==> config.mk <==
export PLATFORM = sky130hd
export DESIGN_NAME = uart_tx_cfg_flat
export DESIGN_NICKNAME = d
export VERILOG_FILES = /design/src/rtl/uart_pkg.sv /design/src/rtl/uart_tx_cfg_if.sv /design/src/rtl/uart_fifo_sync.sv /design/src/rtl/uart_tx_cfg.sv /design/src/flat_wrapper.sv
export SDC_FILE = /design/constraint.sdc
export NUM_CORES = 1
export LEC_CHECK = 0
export ABC_CLOCK_PERIOD_IN_PS = 2500
export BUFFER_PORTS_ARGS = -buffer_cell sky130_fd_sc_hd__buf_2
export CORE_MARGIN = 2
export CORE_UTILIZATION = 45
export DETAILED_ROUTE_END_ITERATION = 8
export PLACE_DENSITY = 0.66
export REMOVE_ABC_BUFFERS = 1
export SLEW_MARGIN = 20
export SYNTH_ARGS = -nofsm -noshare
export SYNTH_HDL_FRONTEND = slang
export SYNTH_SLANG_ARGS = --single-unit
==> constraint.sdc <==
create_clock -name clk -period 2.5 [get_ports clk]
set_input_delay 0.625 -clock clk [delete_from_list [all_inputs] [get_ports clk]]
set_output_delay 0.625 -clock clk [all_outputs]
set_load 0.03 [all_outputs]
==> src/rtl/uart_pkg.sv <==
// Shared UART definitions: transmit FSM encoding, legal data-width range and
// the parity helper used by the transmit (and later receive) paths.
package uart_pkg;

  localparam int DATA_W_MIN = 5;
  localparam int DATA_W_MAX = 9;

  typedef enum logic [2:0] {
    IDLE   = 3'd0,
    START  = 3'd1,
    DATA   = 3'd2,
    PARITY = 3'd3,
    STOP   = 3'd4
  } uart_tx_state_t;

  // Caller zero-extends narrower words; the extra zeros do not change the XOR.
  function automatic logic parity_bit(input logic [DATA_W_MAX-1:0] data,
                                      input logic                  odd);
    return (^data) ^ odd;
  endfunction

endpackage

==> src/rtl/uart_tx_cfg_if.sv <==
// Write-side handshake of the UART transmitter: the bus pushes words, the
// transmitter reports whether its FIFO can take one.
interface uart_tx_cfg_if #(
  parameter int DATA_W = 8
) ();

  logic              tx_valid;
  logic [DATA_W-1:0] tx_data;
  logic              tx_ready;

  modport master (
    output tx_valid,
    output tx_data,
    input  tx_ready
  );

  modport slave (
    input  tx_valid,
    input  tx_data,
    output tx_ready
  );

endinterface

==> src/rtl/uart_fifo_sync.sv <==
// Single-clock FIFO with occupancy count, shared by the UART transmit and
// receive paths. Pushes into a full FIFO and pops from an empty one are ignored.
module uart_fifo_sync #(
  parameter  int WIDTH = 8,
  parameter  int DEPTH = 4,
  localparam int AW    = $clog2(DEPTH),
  localparam int CW    = AW + 1
) (
  input  logic             clk,
  input  logic             n_rst,
  input  logic             push,
  input  logic [WIDTH-1:0] wdata,
  input  logic             pop,
  output logic [WIDTH-1:0] rdata,
  output logic             full,
  output logic             empty,
  output logic [CW-1:0]    count
);

  logic [WIDTH-1:0] mem_q [DEPTH];
  logic [AW-1:0]    wr_ptr_q, wr_ptr_d;
  logic [AW-1:0]    rd_ptr_q, rd_ptr_d;
  logic [CW-1:0]    count_q, count_d;
  logic             do_push, do_pop;

  assign full    = (count_q == CW'(DEPTH));
  assign empty   = (count_q == '0);
  assign count   = count_q;
  assign rdata   = mem_q[rd_ptr_q];
  assign do_push = push && !full;
  assign do_pop  = pop && !empty;

  always_comb begin
    // NOTE: every variable gets a default before any branch, so no path leaves
    // a value unassigned and no latch is inferred.
    wr_ptr_d = wr_ptr_q;
    rd_ptr_d = rd_ptr_q;
    count_d  = count_q;
    if (do_push) wr_ptr_d = wr_ptr_q + AW'(1);
    if (do_pop)  rd_ptr_d = rd_ptr_q + AW'(1);
    case ({do_push, do_pop})
      2'b10:   count_d = count_q + CW'(1);
      2'b01:   count_d = count_q - CW'(1);
      default: count_d = count_q;
    endcase
  end

  always_ff @(posedge clk or negedge n_rst) begin
    // NOTE: sequential state uses non-blocking assignments so every flop
    // samples the pre-edge values of the others.
    if (!n_rst) begin
      wr_ptr_q <= '0;
      rd_ptr_q <= '0;
      count_q  <= '0;
    end else begin
      wr_ptr_q <= wr_ptr_d;
      rd_ptr_q <= rd_ptr_d;
      count_q  <= count_d;
    end
  end

  // NOTE: the storage array is deliberately not reset; pointers and count
  // decide which entries are valid, and an unreset RAM maps onto memory cells.
  always_ff @(posedge clk) begin
    if (do_push) mem_q[wr_ptr_q] <= wdata;
  end

endmodule

==> src/rtl/uart_tx_cfg.sv <==
// Configurable UART transmitter: FIFO-buffered words serialized LSB-first with
// optional even/odd parity and one or two stop bits, paced by baud_tick.
module uart_tx_cfg
  import uart_pkg::*;
#(
  parameter int DATA_W     = 8,
  parameter int FIFO_DEPTH = 4
) (
  input  logic                          clk,
  input  logic                          n_rst,
  input  logic                          baud_tick,
  uart_tx_cfg_if.slave                  bus,
  input  logic                          parity_en,
  input  logic                          parity_odd,
  input  logic                          stop2,
  output logic                          txd,
  output logic                          busy,
  output logic [$clog2(FIFO_DEPTH):0]   fifo_cnt
);

  localparam int CNT_W = $clog2(DATA_W_MAX + 1);

  uart_tx_state_t    state_q, state_d;
  logic [CNT_W-1:0]  bit_cnt_q, bit_cnt_d;
  logic [DATA_W-1:0] shift_q, shift_d;
  logic              txd_q, txd_d;
  logic              par_en_q, par_en_d;
  logic              par_q, par_d;
  logic              stop2_q, stop2_d;
  logic              stop_ext_q, stop_ext_d;

  logic              fifo_pop;
  logic              fifo_full;
  logic              fifo_empty;
  logic [DATA_W-1:0] fifo_rdata;
  logic              start_frame;

  uart_fifo_sync #(
    .WIDTH (DATA_W),
    .DEPTH (FIFO_DEPTH)
  ) u_fifo (
    .clk   (clk),
    .n_rst (n_rst),
    .push  (bus.tx_valid),
    .wdata (bus.tx_data),
    .pop   (fifo_pop),
    .rdata (fifo_rdata),
    .full  (fifo_full),
    .empty (fifo_empty),
    .count (fifo_cnt)
  );

  assign bus.tx_ready = !fifo_full;
  assign txd          = txd_q;
  assign busy         = (state_q != IDLE);

  always_comb begin
    state_d     = state_q;
    bit_cnt_d   = bit_cnt_q;
    shift_d     = shift_q;
    txd_d       = txd_q;
    par_en_d    = par_en_q;
    par_d       = par_q;
    stop2_d     = stop2_q;
    stop_ext_d  = stop_ext_q;
    fifo_pop    = 1'b0;
    start_frame = 1'b0;

    if (baud_tick) begin
      case (state_q)
        IDLE: begin
          if (!fifo_empty) start_frame = 1'b1;
        end
        START: begin
          txd_d     = shift_q[0];
          bit_cnt_d = CNT_W'(1);
          state_d   = DATA;
        end
        DATA: begin
          if (bit_cnt_q < CNT_W'(DATA_W)) begin
            shift_d   = shift_q >> 1;
            txd_d     = shift_q[1];
            bit_cnt_d = bit_cnt_q + CNT_W'(1);
          end else if (par_en_q) begin
            txd_d   = par_q;
            state_d = PARITY;
          end else begin
            txd_d      = 1'b1;
            stop_ext_d = 1'b0;
            state_d    = STOP;
          end
        end
        PARITY: begin
          txd_d      = 1'b1;
          stop_ext_d = 1'b0;
          state_d    = STOP;
        end
        STOP: begin
          // The first of two stop bits only extends the line-high period.
          if (stop2_q && !stop_ext_q) begin
            stop_ext_d = 1'b1;
          end else if (!fifo_empty) begin
            start_frame = 1'b1;
          end else begin
            txd_d   = 1'b1;
            state_d = IDLE;
          end
        end
        default: begin
          txd_d   = 1'b1;
          state_d = IDLE;
        end
      endcase
    end

    // Frame start: pop the word, latch this frame's configuration and its parity.
    if (start_frame) begin
      fifo_pop = 1'b1;
      shift_d  = fifo_rdata;
      txd_d    = 1'b0;
      state_d  = START;
      par_en_d = parity_en;
      stop2_d  = stop2;
      par_d    = parity_bit(DATA_W_MAX'(fifo_rdata), parity_odd);
    end
  end

  always_ff @(posedge clk or negedge n_rst) begin
    if (!n_rst) begin
      state_q    <= IDLE;
      bit_cnt_q  <= '0;
      shift_q    <= '0;
      txd_q      <= 1'b1;
      par_en_q   <= 1'b0;
      par_q      <= 1'b0;
      stop2_q    <= 1'b0;
      stop_ext_q <= 1'b0;
    end else begin
      state_q    <= state_d;
      bit_cnt_q  <= bit_cnt_d;
      shift_q    <= shift_d;
      txd_q      <= txd_d;
      par_en_q   <= par_en_d;
      par_q      <= par_d;
      stop2_q    <= stop2_d;
      stop_ext_q <= stop_ext_d;
    end
  end

endmodule
==> src/flat_wrapper.sv <==
// flat-port wrapper written by rule: the top's interface ports become plain ports
module uart_tx_cfg_flat import uart_pkg::*;
#(
  parameter int DATA_W     = 8,
  parameter int FIFO_DEPTH = 4
)
  (clk, n_rst, baud_tick, parity_en, parity_odd, stop2, txd, busy, fifo_cnt, bus_tx_valid, bus_tx_data, bus_tx_ready);
  uart_tx_cfg_if #(.DATA_W(DATA_W)) bus_i ();
  input  logic clk;
  input  logic n_rst;
  input  logic baud_tick;
  input  logic parity_en;
  input  logic parity_odd;
  input  logic stop2;
  output logic txd;
  output logic busy;
  output logic [$clog2(FIFO_DEPTH):0] fifo_cnt;
  input wire logic [$bits(bus_i.tx_valid)-1:0] bus_tx_valid;
  input wire logic [$bits(bus_i.tx_data)-1:0] bus_tx_data;
  output wire logic [$bits(bus_i.tx_ready)-1:0] bus_tx_ready;
  assign bus_i.tx_valid = bus_tx_valid;
  assign bus_i.tx_data = bus_tx_data;
  assign bus_tx_ready = bus_i.tx_ready;
  uart_tx_cfg #(.DATA_W(DATA_W), .FIFO_DEPTH(FIFO_DEPTH)) u_core (.clk(clk), .n_rst(n_rst), .baud_tick(baud_tick), .bus(bus_i), .parity_en(parity_en), .parity_odd(parity_odd), .stop2(stop2), .txd(txd), .busy(busy), .fifo_cnt(fifo_cnt));
endmodule
# Word-level counts from Yosys, hierarchy flattened

Memory sizes are Yosys's and may differ from the RTL's.
Index checks and enable logic that the tools add are counted.

Bits in registers: 27
Memories kept: 1
Output and inout port bits: 6
Bits in writable memories: 32
Bits of input ports: 15
Word-level logic and storage cells: 87

Equality and inequality tests: 15
Bitwise operators: 1
Reduce and logical (&&, ||, !) cells: 21
Add/subtract/negate cells: 5
Mux-type cells: 32
$lt $le $gt $ge: 1

Memories:

| memory              | words | width | read ports | clocked after Yosys merged registers in | wr ports | line                 | source |
|---|---|---|---|---|---|---|---|
| u_core.u_fifo.mem_q | 4     | 8     | 1          | 0                                       | 1        | uart_fifo_sync.sv:20 | `logic [WIDTH-1:0] mem_q [DEPTH];` |

Operators by type and width:

| kind                  | number |
|---|---|
| $mux W8               | 4 |
| $mux W3               | 6 |
| $mux W1               | 15 |
| $pmux W3 S5           | 1 |
| $reduce_and A5 Y1     | 2 |
| $reduce_bool A2 Y1    | 5 |
| $reduce_xor A9 Y1     | 1 |
| $pmux W4 S2           | 1 |
| $eq A3 B2 Y1 const B  | 2 |
| $eq A3 B3 Y1 const B  | 2 |
| $logic_not A3 Y1      | 2 |
| $ne A2 B1 Y1 const B  | 3 |
| $ne A3 B2 Y1 const B  | 2 |
| $pmux W3 S2           | 1 |
| $reduce_and A3 Y1     | 2 |
| $reduce_bool A3 Y1    | 2 |
| $add A2 B1 Y2 const B | 2 |
| $add A4 B1 Y4 const B | 1 |
| $lt A4 B4 Y1 const B  | 1 |
| $mux W4               | 1 |
| $ne A2 B2 Y1 const B  | 2 |
| $pmux W1 S4           | 1 |
| $reduce_and A4 Y1     | 1 |
| $add A3 B1 Y3 const B | 1 |
| 10 further kinds      | 14 |

# Longest topological paths before layout

Gate-level depths: netlist of run 1.

Depth in word-level cells: 9
Mapped depth: 10
Depth with buffers taken out: 9

# Hierarchy

From an unflattened synthesis of run 1, not the netlist that was laid out.

Cell total of the unflattened synthesis: 188
Area total of the unflattened synthesis: 2787.7 µm²

Modules (own cells, without submodules):

| module         | instances | cells an instance | seq. area each (µm²) | area each (µm²) |
|---|---|---|---|---|
| uart_fifo_sync | 1         | 79                | 1136.1               | 1592.8 |
| uart_tx_cfg    | 1         | 109               | 501.7                | 1194.9 |

# Worst setup path after synthesis of run 1

No wires, ideal clock.

Path kind: in2reg
Start point: in baud_tick
End point: reg u_core.u_fifo.count_q[1], in the netlist u_core.u_fifo.count[1]
Stages: 7
Arrival: 2.291 ns
Buffers on the path: 1
Data required time: 2.375 ns
Slack: 0.084 ns
Setup time: 0.125 ns
Cells stage by stage: clkbuf_1 > nand2_1 > or3_1 > inv_1 > ha_1 > fa_1 > mux2_2

Cells in the longest elaborated chain, start to end: 5
Elaborated cells on any way between the ends: 7
Those cells by class: eq/ne (2); mux (3); reduce/logical (2)

Ends and longest elaborated chain:

| what                                         | line                 | source |
|---|---|---|
| start, declared                              | flat_wrapper.sv:11   | `input logic baud_tick;` |
| $mux W1 (*)                                  | uart_tx_cfg.sv:69    | `if (baud_tick) begin` |
| $mux W1 (*)                                  | uart_tx_cfg.sv:117   | `if (start_frame) begin` |
| $logic_and A1 B1 Y1 (*)                      | uart_fifo_sync.sv:31 | `assign do_pop = pop && !empty;` |
| named net u_core.u_fifo.do_pop               | uart_fifo_sync.sv:24 | `logic do_push, do_pop;` |
| $eq A2 B1 Y1 or $eq A2 B2 Y1 (tied branches) | uart_fifo_sync.sv:41 | `case ({do_push, do_pop})` |
| $pmux W3 S2 (*)                              | uart_fifo_sync.sv:41 |  |
| named net u_core.u_fifo.count_d[1]           | uart_fifo_sync.sv:23 | `logic [CW-1:0] count_q, count_d;` |
| end signal, assigned                         | uart_fifo_sync.sv:58 | `count_q <= count_d;` |
| end, declared                                | uart_fifo_sync.sv:23 |  |

The timed path passes the listed nets; every way through them passes the cells marked *.
A chain may end at the register's enable or synchronous reset.

# Worst setup path after layout of run 1

Start point: reg u_core.state_q[1]
End point: reg u_core.u_fifo.count_q[1], in the netlist u_core.u_fifo.count[1]

Cells in the longest elaborated chain, start to end: 7
Elaborated cells on any way between the ends: 10
Those cells by class: eq/ne (3); mux (4); reduce/logical (3)

Ends and longest elaborated chain:

| what                                             | line                 | source |
|---|---|---|
| start, declared                                  | uart_tx_cfg.sv:23    | `uart_tx_state_t state_q, state_d;` |
| start signal, assigned                           | uart_tx_cfg.sv:139   | `state_q <= state_d;` |
| $eq A3 B3 Y1 or $logic_not A3 Y1 (tied branches) | uart_tx_cfg.sv:70    | `case (state_q)` |
| $pmux W1 S2 (*)                                  | uart_tx_cfg.sv:70    |  |
| $mux W1 (*)                                      | uart_tx_cfg.sv:69    |  |
| $mux W1 (*)                                      | uart_tx_cfg.sv:117   |  |
| $logic_and A1 B1 Y1 (*)                          | uart_fifo_sync.sv:31 |  |
| named net u_core.u_fifo.do_pop                   | uart_fifo_sync.sv:24 |  |
| $eq A2 B1 Y1 or $eq A2 B2 Y1 (tied branches)     | uart_fifo_sync.sv:41 |  |
| $pmux W3 S2 (*)                                  | uart_fifo_sync.sv:41 |  |
| named net u_core.u_fifo.count_d[1]               | uart_fifo_sync.sv:23 |  |

Marks and branches as above.

==> key figures, run 1 <==
Run status
  • Status: completed

Power
  • Pint: about 2800 uW
  • Pwr per Cell Area: 1340 nW/um2
  • Clock Power Share: about 25%
  • Reg power frac: between 30% and 40%
  • Sw frac: 32.84%
  • Worst vdd ir: roughly 600 uV
  • Leakage: 0.001262 uW
  • Comb power frac: 36.2%
  • Sw power: approximately 1400 uW

Setup path
  • Critical Path End Type: flop
  • Setup crit start kind: flop
  • Crit Path Max Fanout: 8
  • Arrival @ worst endpoint: between 2 and 2.5 ns
  • Reg2Reg Depth: 7
  • CP required: approximately 2.7 ns
  • Crit Path Class: reg2reg

Route
  • Via/cell ratio: just over 5
  • Avg WL per Cell: 15.33 um
  • DRT Pass-1 Iters: 4
  • Final WL: ~4.5 mm
  • Drt initial violations: 86
  • Vias post-DR: 1509
  • Routed Antenna Nets: 0
  • DRC errors left: 0

Clock network
  • Post-CTS setup buffer count: 0
  • CTS root buffer: clkbuf_8
  • Clock sink total: just under 60
  • Clock latency on the worst-skew pair: approximately 0.33 ns
  • CTS tree: done
  • H-tree depth: 3
  • Hold Buf Count CTS: 0
  • Reg clk slew, reported paths: around 0.070 ns
  • CTS Buf Count: 9
  • CTS resizes: 0
  • Clock buffer depth: 2

Placed design
  • I/O Buffers: 20
  • Placed instance area: roughly 2800 um2
  • Placed insts: 280
  • Hpwl dp: around 3.0 mm
  • GP Congestion: roughly 0.79
  • Post-Place Worst Slack: ~0.27 ns

Finish
  • Final Non-Filler Cells: a little under 300
  • Finished layout cell area: 3072 um2
  • Filler cell count: about 470
  • Diodes inserted: 0
  • Layout cell share with drive strength beyond 1: 21.88%
  • Final layout net count: between 200 and 250
  • Final Core Density: roughly 55%
  • Area grow syn2layout: 16.19%

Synth
  • Avg Cell Area, Syn: roughly 14 um2
  • Yosys cell types: 39
  • Post-synth top flop: edfxtp_1
  • Most common cell in the netlist: edfxtp_1
  • Cell taking the most area after synthesis: edfxtp_1
  • Top cells by area, synth: edfxtp_1, dfrtp_1, mux4_1, mux4_2, ha_1
  • Mapped Area: about 2600 um2
  • Mapped Cells: 189
  • Register area share after synthesis: approximately 62%
  • Top cells by count, synth: edfxtp_1, dfrtp_1, nand2_1
  • Post-synth top area share: about 36%
  • #FFs+latches synth: a little under 60
  • Post-synth EDFFs: 32
  • Ys Warns: 0
  • Ys async rst share: a little under half

STA
  • Final worst slack: roughly 0.31 ns
  • Clock skew: around 0.0074 ns
  • Tcrit/Tclk final: between 80% and 90%
  • Fmax: ~0.46 GHz
  • Slew @ Worst Pin: about 0.63 ns
  • Pins over their slew limit: 0
  • Worst relative slew slack: 58.27%
  • Final worst path period need: around 2.2 ns
  • RSZ-0062 raised after global routing: no
  • Endpoints failing setup: 0
  • Final hold viol count: 0

Die
  • Starting density of the core: about 47%
  • Die Y: approximately 81 um
  • I/O Pins: 21
  • Core area: between 5000 and 6000 um2
  • Die W: between 80 and 90 um
  • Row cnt: 27
  • Die area: between 6000 and 7000 um2

Global routing
  • Initial antenna violation count: 0
  • Global-route wire length before repair: 7.617 mm
  • Vias in the first global route: between 1500 and 2000
  • Remaining global-route overflow: 0
  • Largest net degree at the start of global routing: 28
  • GR Util All Layers: between 10% and 20%

Run
  • # Max-Cap Violations: 0

Hold path
  • Hold Path Class: in2async
==> area by class of cell <==
class / count / area [um2] / area share [%]
clock buffers: 10 / 127.6 / 4.155
clock inverters: 6 / 103.9 / 3.381
inverters: 6 / 22.52 / 0.7332
multi-input cells: 116 / 937.1 / 30.51
flip-flops and latches: 59 / 1638 / 53.32
well taps: 72 / 90.09 / 2.933
repair buffers: 27 / 152.6 / 4.969
==> sequential cells by signal, summed over array words and instances (netlist names), 2 cells and up <==
register,cells
u_core.state_q,3
u_core.u_fifo.rd_ptr_q,2
u_core.u_fifo.mem_q,32
u_core.bit_cnt_q,4
u_core.shift_q,8
u_core.u_fifo.wr_ptr_q,2
u_core.u_fifo.count,3
==> critical path, stage by stage (launching register included) <==
cell and delay [ns]:
dfrtp_1 0.45, nor2_1 0.21, nand2_1 0.08, or3_1 0.37, inv_1 0.09, ha_1 0.20
fa_1 0.42, mux2_2 0.26
==> cells by family after synthesis <==
logic type,count (synthesis),synth area share [%]
buffers and inverters,14,2.603
AO/OA/AOI/OAI,25,5.774
multiplexers,16,10.46
flip-flops,59,61.95
XOR/XNOR,14,5.443
AND/OR/NAND/NOR,54,10.18
adder cells (fa/ha/maj),7,3.597
==> per-stage QoR <==
stage          TNS [ns]  total power (uW)  hold slack, ns
4_1_cts               0              4184          0.3092
3_5_place_dp          0              3135          0.4755
6_report              0              4115          0.3075
5_1_grt               0              4406          0.3374
3_3_place_gp          0              3080          0.4610
2_1_floorplan  -0.01310              2731          0.3294
==> cell usage in the layout, fill, tap and decap left out, drive strengths merged, types with 6 or more instances in the layout <==
master	instances
nor2	15
dfrtp	26
xnor2	9
a21oi	10
ha	6
mux2i	7
inv	6
nand2	19
buf	27
mux4	8
edfxtp	32
clkbuf	10
o21ai	6
==> worst paths after layout <==
path / from / to / slack, ns
max in group asynchronous: n_rst / u_core.par_q / 1.78
setup reg to reg: u_core.state_q[1] / u_core.u_fifo.count[1] / 0.31
hold / removal: n_rst / u_core.bit_cnt_q[2] / 0.31
min in group clk: u_core.txd / u_core.txd / 0.48
hold reg to reg: u_core.txd / u_core.txd / 0.48
setup / recovery: u_core.state_q[1] / u_core.u_fifo.count[1] / 0.31
==> power groups by stage <==
stage	Clock, uW	Sequential (uW)	Combinational, uW
floorplan	0	1650	1080
global placement	0	1610	1470
detailed placement	0	1630	1510
CTS	1050	1610	1520
global route	1090	1650	1670
finish	1020	1610	1490
==> layer usage <==
layer | GRT usage, % | wire, um | vias up | share of wire [%]
li1 | - | - | 751 | -
met1 | 19.94 | 2089 | 733 | 46
met2 | 27.00 | 2260 | 19 | 50
met3 | 4.719 | 125 | 6 | 2.8
met4 | 8.644 | 61 | 0 | 1.3
met5 | 0 | 0 | - | 0
Power figures use the tool's default switching activity.
==> run 2: changes to the inputs <==
--- a/config.mk
+++ b/config.mk
@@ -5,11 +5,13 @@
 export SDC_FILE = /design/constraint.sdc
 export NUM_CORES = 1
 export LEC_CHECK = 0
+export ABC_AREA = 1
 export ABC_CLOCK_PERIOD_IN_PS = 2500
 export BUFFER_PORTS_ARGS = -buffer_cell sky130_fd_sc_hd__buf_2
 export CORE_MARGIN = 2
 export CORE_UTILIZATION = 45
 export DETAILED_ROUTE_END_ITERATION = 8
+export MAX_ROUTING_LAYER = met4
 export PLACE_DENSITY = 0.66
 export REMOVE_ABC_BUFFERS = 1
 export SLEW_MARGIN = 20
==> run 2 against run 1 <==
Effect of this change: setup slack gained 0.17 ns; clock power is essentially flat; sequential share of layout area shrank 3.0 points; clock skew shrank 0.00066 ns; critical path depth grew 2; non-clock buffer count grew 1; global-route usage grew 0.56 points; cell area grew 5.9%; combinational power grew 16%; synthesized area grew 6.2%; flip-flop and latch count is the same; synthesized cell count grew 59%.
==> key figures, run 2 <==
Clock network
  • Reg clk slew, reported paths: 0.07 ns (about the same)
  • Clock buffer depth: 2 (unchanged)
  • CTS root buffer: clkbuf_8
  • CTS tree: done
  • Clock latency on the worst-skew pair: 0.34 ns (about the same)
  • Hold Buf Count CTS: 0 (unchanged)
  • Clock sink total: 59 (unchanged)
  • Post-CTS setup buffer count: 0 (unchanged)
  • H-tree depth: 3 (unchanged)
  • CTS Buf Count: 9 (unchanged)
  • CTS resizes: 0 (unchanged)

Setup path
  • Setup crit start kind: flop
  • Crit path buf inv count: 2 (+1)
  • CP required: 2.72 ns (about the same)
  • Arrival @ worst endpoint: 2.24 ns (-0.17 ns)
  • Max stage delay on crit path: 0.45 ns (about the same)
  • Crit Path Class: reg2reg
  • CP delay by family, top: adder cells
  • Crit Path Max Fanout: 5 (-3)
  • Critical Path End Type: flop
  • Crit-path cells: nor3_1 -> inv_1 -> nand3_2 -> inv_2 -> ha_1 -> fa_1 -> a21oi_1 -> o21ai_0 -> xnor2_1
  • Slowest-stage cell, CP: dfrtp_1

Run status
  • Status: completed

Synth
  • Most common cell in the netlist: nand2_1
  • Register area share after synthesis: 58.33% (-3.6 points)
  • Ys Warns: 0 (unchanged)
  • Post-synth top flop: edfxtp_1
  • Ys async rst share: 45.76% (unchanged)
  • Top cells by count, synth: nand2_1, edfxtp_1, inv_1
  • Yosys cell types: 34 (-13%)
  • Post-synth top area share: 34.22% (-2.1 points)
  • Avg Cell Area, Syn: 9.359 um2 (-33%)
  • Top cells by area, synth: edfxtp_1, dfrtp_1, nand2_1, nand3_1, inv_1
  • Mapped Cells: 300 (+59%)
  • #FFs+latches synth: 59 (unchanged)
  • Post-synth EDFFs: 32 (unchanged)
  • Mapped Area: 2808 um2 (+6.2%)
  • Cell taking the most area after synthesis: edfxtp_1

Finish
  • Area grow syn2layout: 15.86%
  • Diodes inserted: 0 (unchanged)
  • Biggest regs: u_core.u_fifo.mem_q (32), u_core.shift_q (8), u_core.bit_cnt_q (4)
  • Final Non-Filler Cells: 412 (+39%)
  • Layout cell share with drive strength beyond 1: 18.40% (-3.5 points)
  • Commonest non-fill, non-tap cell in the layout: nand2_1
  • Most frequent cells in the layout: nand2_1, edfxtp_1, inv_1
  • Filler cell count: 556 (+18%)
  • Final layout net count: 354 (+47%)
  • Max reg flops: 32 (unchanged)
  • Final Core Density: 54.30% (-0.80 points)
  • Reg with most FFs: u_core.u_fifo.mem_q

STA
  • Pins over their slew limit: 0 (unchanged)
  • Tcrit/Tclk final: 80.94% (-6.9 points)
  • Final hold viol count: 0 (unchanged)
  • Final worst path period need: 2.023 ns (-0.1715 ns)
  • Endpoints failing setup: 0 (unchanged)
  • Fmax: 0.4942 GHz (+8.5%)
  • Clock skew: 0.006773 ns (-0.0006636 ns)
  • RSZ-0062 raised after global routing: no
  • Slew @ Worst Pin: 0.6053 ns (-0.02062 ns)
  • Worst relative slew slack: 59.65% (+1.4 points)
  • Fin Setup TNS: 0 ns (unchanged)

Route
  • Avg WL per Cell: 12.10 um (-21%)
  • Top sig layer: met4
  • Drt initial violations: 150 (+74%)
  • DRT Pass-1 Iters: 4 (unchanged)
  • Vias post-DR: 1994 (+32%)
  • Wl on met1: 2.378 mm (+14%)
  • DR WL met2: 2.334 mm (+3.3%)
  • Routed Antenna Nets: 0 (unchanged)
  • DRC errors left: 0 (unchanged)
  • Via/cell ratio: 4.840 (-5.1%)
  • Met3 WL: 198 um (+58%)
  • Final WL: 4.985 mm (+9.9%)

Die
  • Core area: 5991 um2 (+7.5%)
  • I/O Pins: 21 (unchanged)
  • Die Y: 82.99 um (+2.9%)
  • Die area: 6887 um2 (+5.9%)
  • Row cnt: 28 (+3.7%)
  • Die W: 82.99 um (+2.9%)
  • Starting density of the core: 46.87% (-0.56 points)

Global routing
  • Remaining global-route overflow: 0 (unchanged)
  • Largest net degree at the start of global routing: 28 (unchanged)
  • Global-route wire length before repair: 9.059 mm (+19%)
  • GR Util All Layers: 17.13% (+0.56 points)
  • Vias in the first global route: 2013 (+31%)
  • Initial antenna violation count: 0 (unchanged)

Placed design
  • I/O Buffers: 20 (unchanged)
  • Placed insts: 396 (+41%)
  • Hpwl dp: 3.435 mm (+14%)
  • GP Congestion: 0.7386 (-7.0%)

Power
  • Pwr per Cell Area: 1328 nW/um2 (-0.88%)
  • Worst vdd ir: 682.3 uV (+14%)
  • Leakage: 0.001500 uW (+19%)

Hold path
  • Hold Path Class: in2async

Run
  • # Max-Cap Violations: 0 (unchanged)
-- run 2: metrics by stage --
stage	instance area (um2)	setup WS (ns)	hold WS (ns)	total power, uW
final	3253	0.4766	0.2854	4319
after global routing	3253	0.2694	0.3422	4728
after CTS	3253	0.4496	0.2997	4372
after detailed placement	3013	0.4324	0.4693	3314
after global placement	3013	0.4905	0.4523	3265
after floorplan	2759	0.2083	0.3294	2834
-- run 2: layout make-up --
| type | count | area, um2 | share of cell area [%] |
|---|---|---|---|
| multi-input cells | 200 | 988.4 | 30.38 |
| clock inverters | 7 | 116.4 | 3.577 |
| inverters | 34 | 132.6 | 4.077 |
| repair buffers | 28 | 160.2 | 4.923 |
| well taps | 75 | 93.84 | 2.885 |
| flip-flops and latches | 59 | 1638 | 50.35 |
| clock buffers | 9 | 123.9 | 3.808 |
-- run 2: path summary, 6_finish.rpt --
kind / start / to / cells past startpoint / slack [ns]
max: u_core.u_fifo.count[0] / u_core.u_fifo.count[2] / 9 / 0.48
min reg2reg: u_core.bit_cnt_q[2] / u_core.bit_cnt_q[2] / 1 / 0.48
min: n_rst / u_core.state_q[2] / 1 / 0.29
min in group clk: u_core.bit_cnt_q[2] / u_core.bit_cnt_q[2] / 1 / 0.48
max reg2reg: u_core.u_fifo.count[0] / u_core.u_fifo.count[2] / 9 / 0.48
max in group asynchronous: n_rst / u_core.u_fifo.wr_ptr_q[1] / 1 / 1.82
-- run 2: kinds of logic (layout without fill, tap and decap cells) --
| kind of cell | Yosys count | after routing | share of synthesized area [%] |
|---|---|---|---|
| xor gates and xnor gates | 4 | 4 | 1.248 |
| AOI/OAI and AO/OA | 38 | 38 | 7.353 |
| buffers and inverters | 41 | 78 | 6.462 |
| muxes | 1 | 1 | 0.8021 |
| DFF | 59 | 59 | 58.33 |
| adders and majority gates | 7 | 7 | 3.387 |
| and+or+nand+nor | 150 | 150 | 22.42 |
-- run 2: routing by layer --
layer / track usage (%) / vias to the layer above
li1: - / 1056
met1: 20.90 / 899
met2: 26.47 / 31
met3: 4.076 / 8
met4: 9.091 / 0
met5: - / -
-- run 2: power breakdown --
group          leakage [uW]  switching, uW  internal (uW)
clock              0.000119            383            659
sequential         0.000620            195           1350
combinational      0.000761           1110            621
-- run 2: worst reg2reg max path, delay by kind of cell, from the launching register on --
| family | cells | cell delay, ns |
|---|---|---|
| adder cells (fa/ha/maj) | 2 | 0.58 |
| AND/OR/NAND/NOR | 2 | 0.34 |
| buffers and inverters | 2 | 0.14 |
| XOR/XNOR | 1 | 0.14 |
| flip-flops | 1 | 0.45 |
| AO/OA/AOI/OAI | 2 | 0.25 |
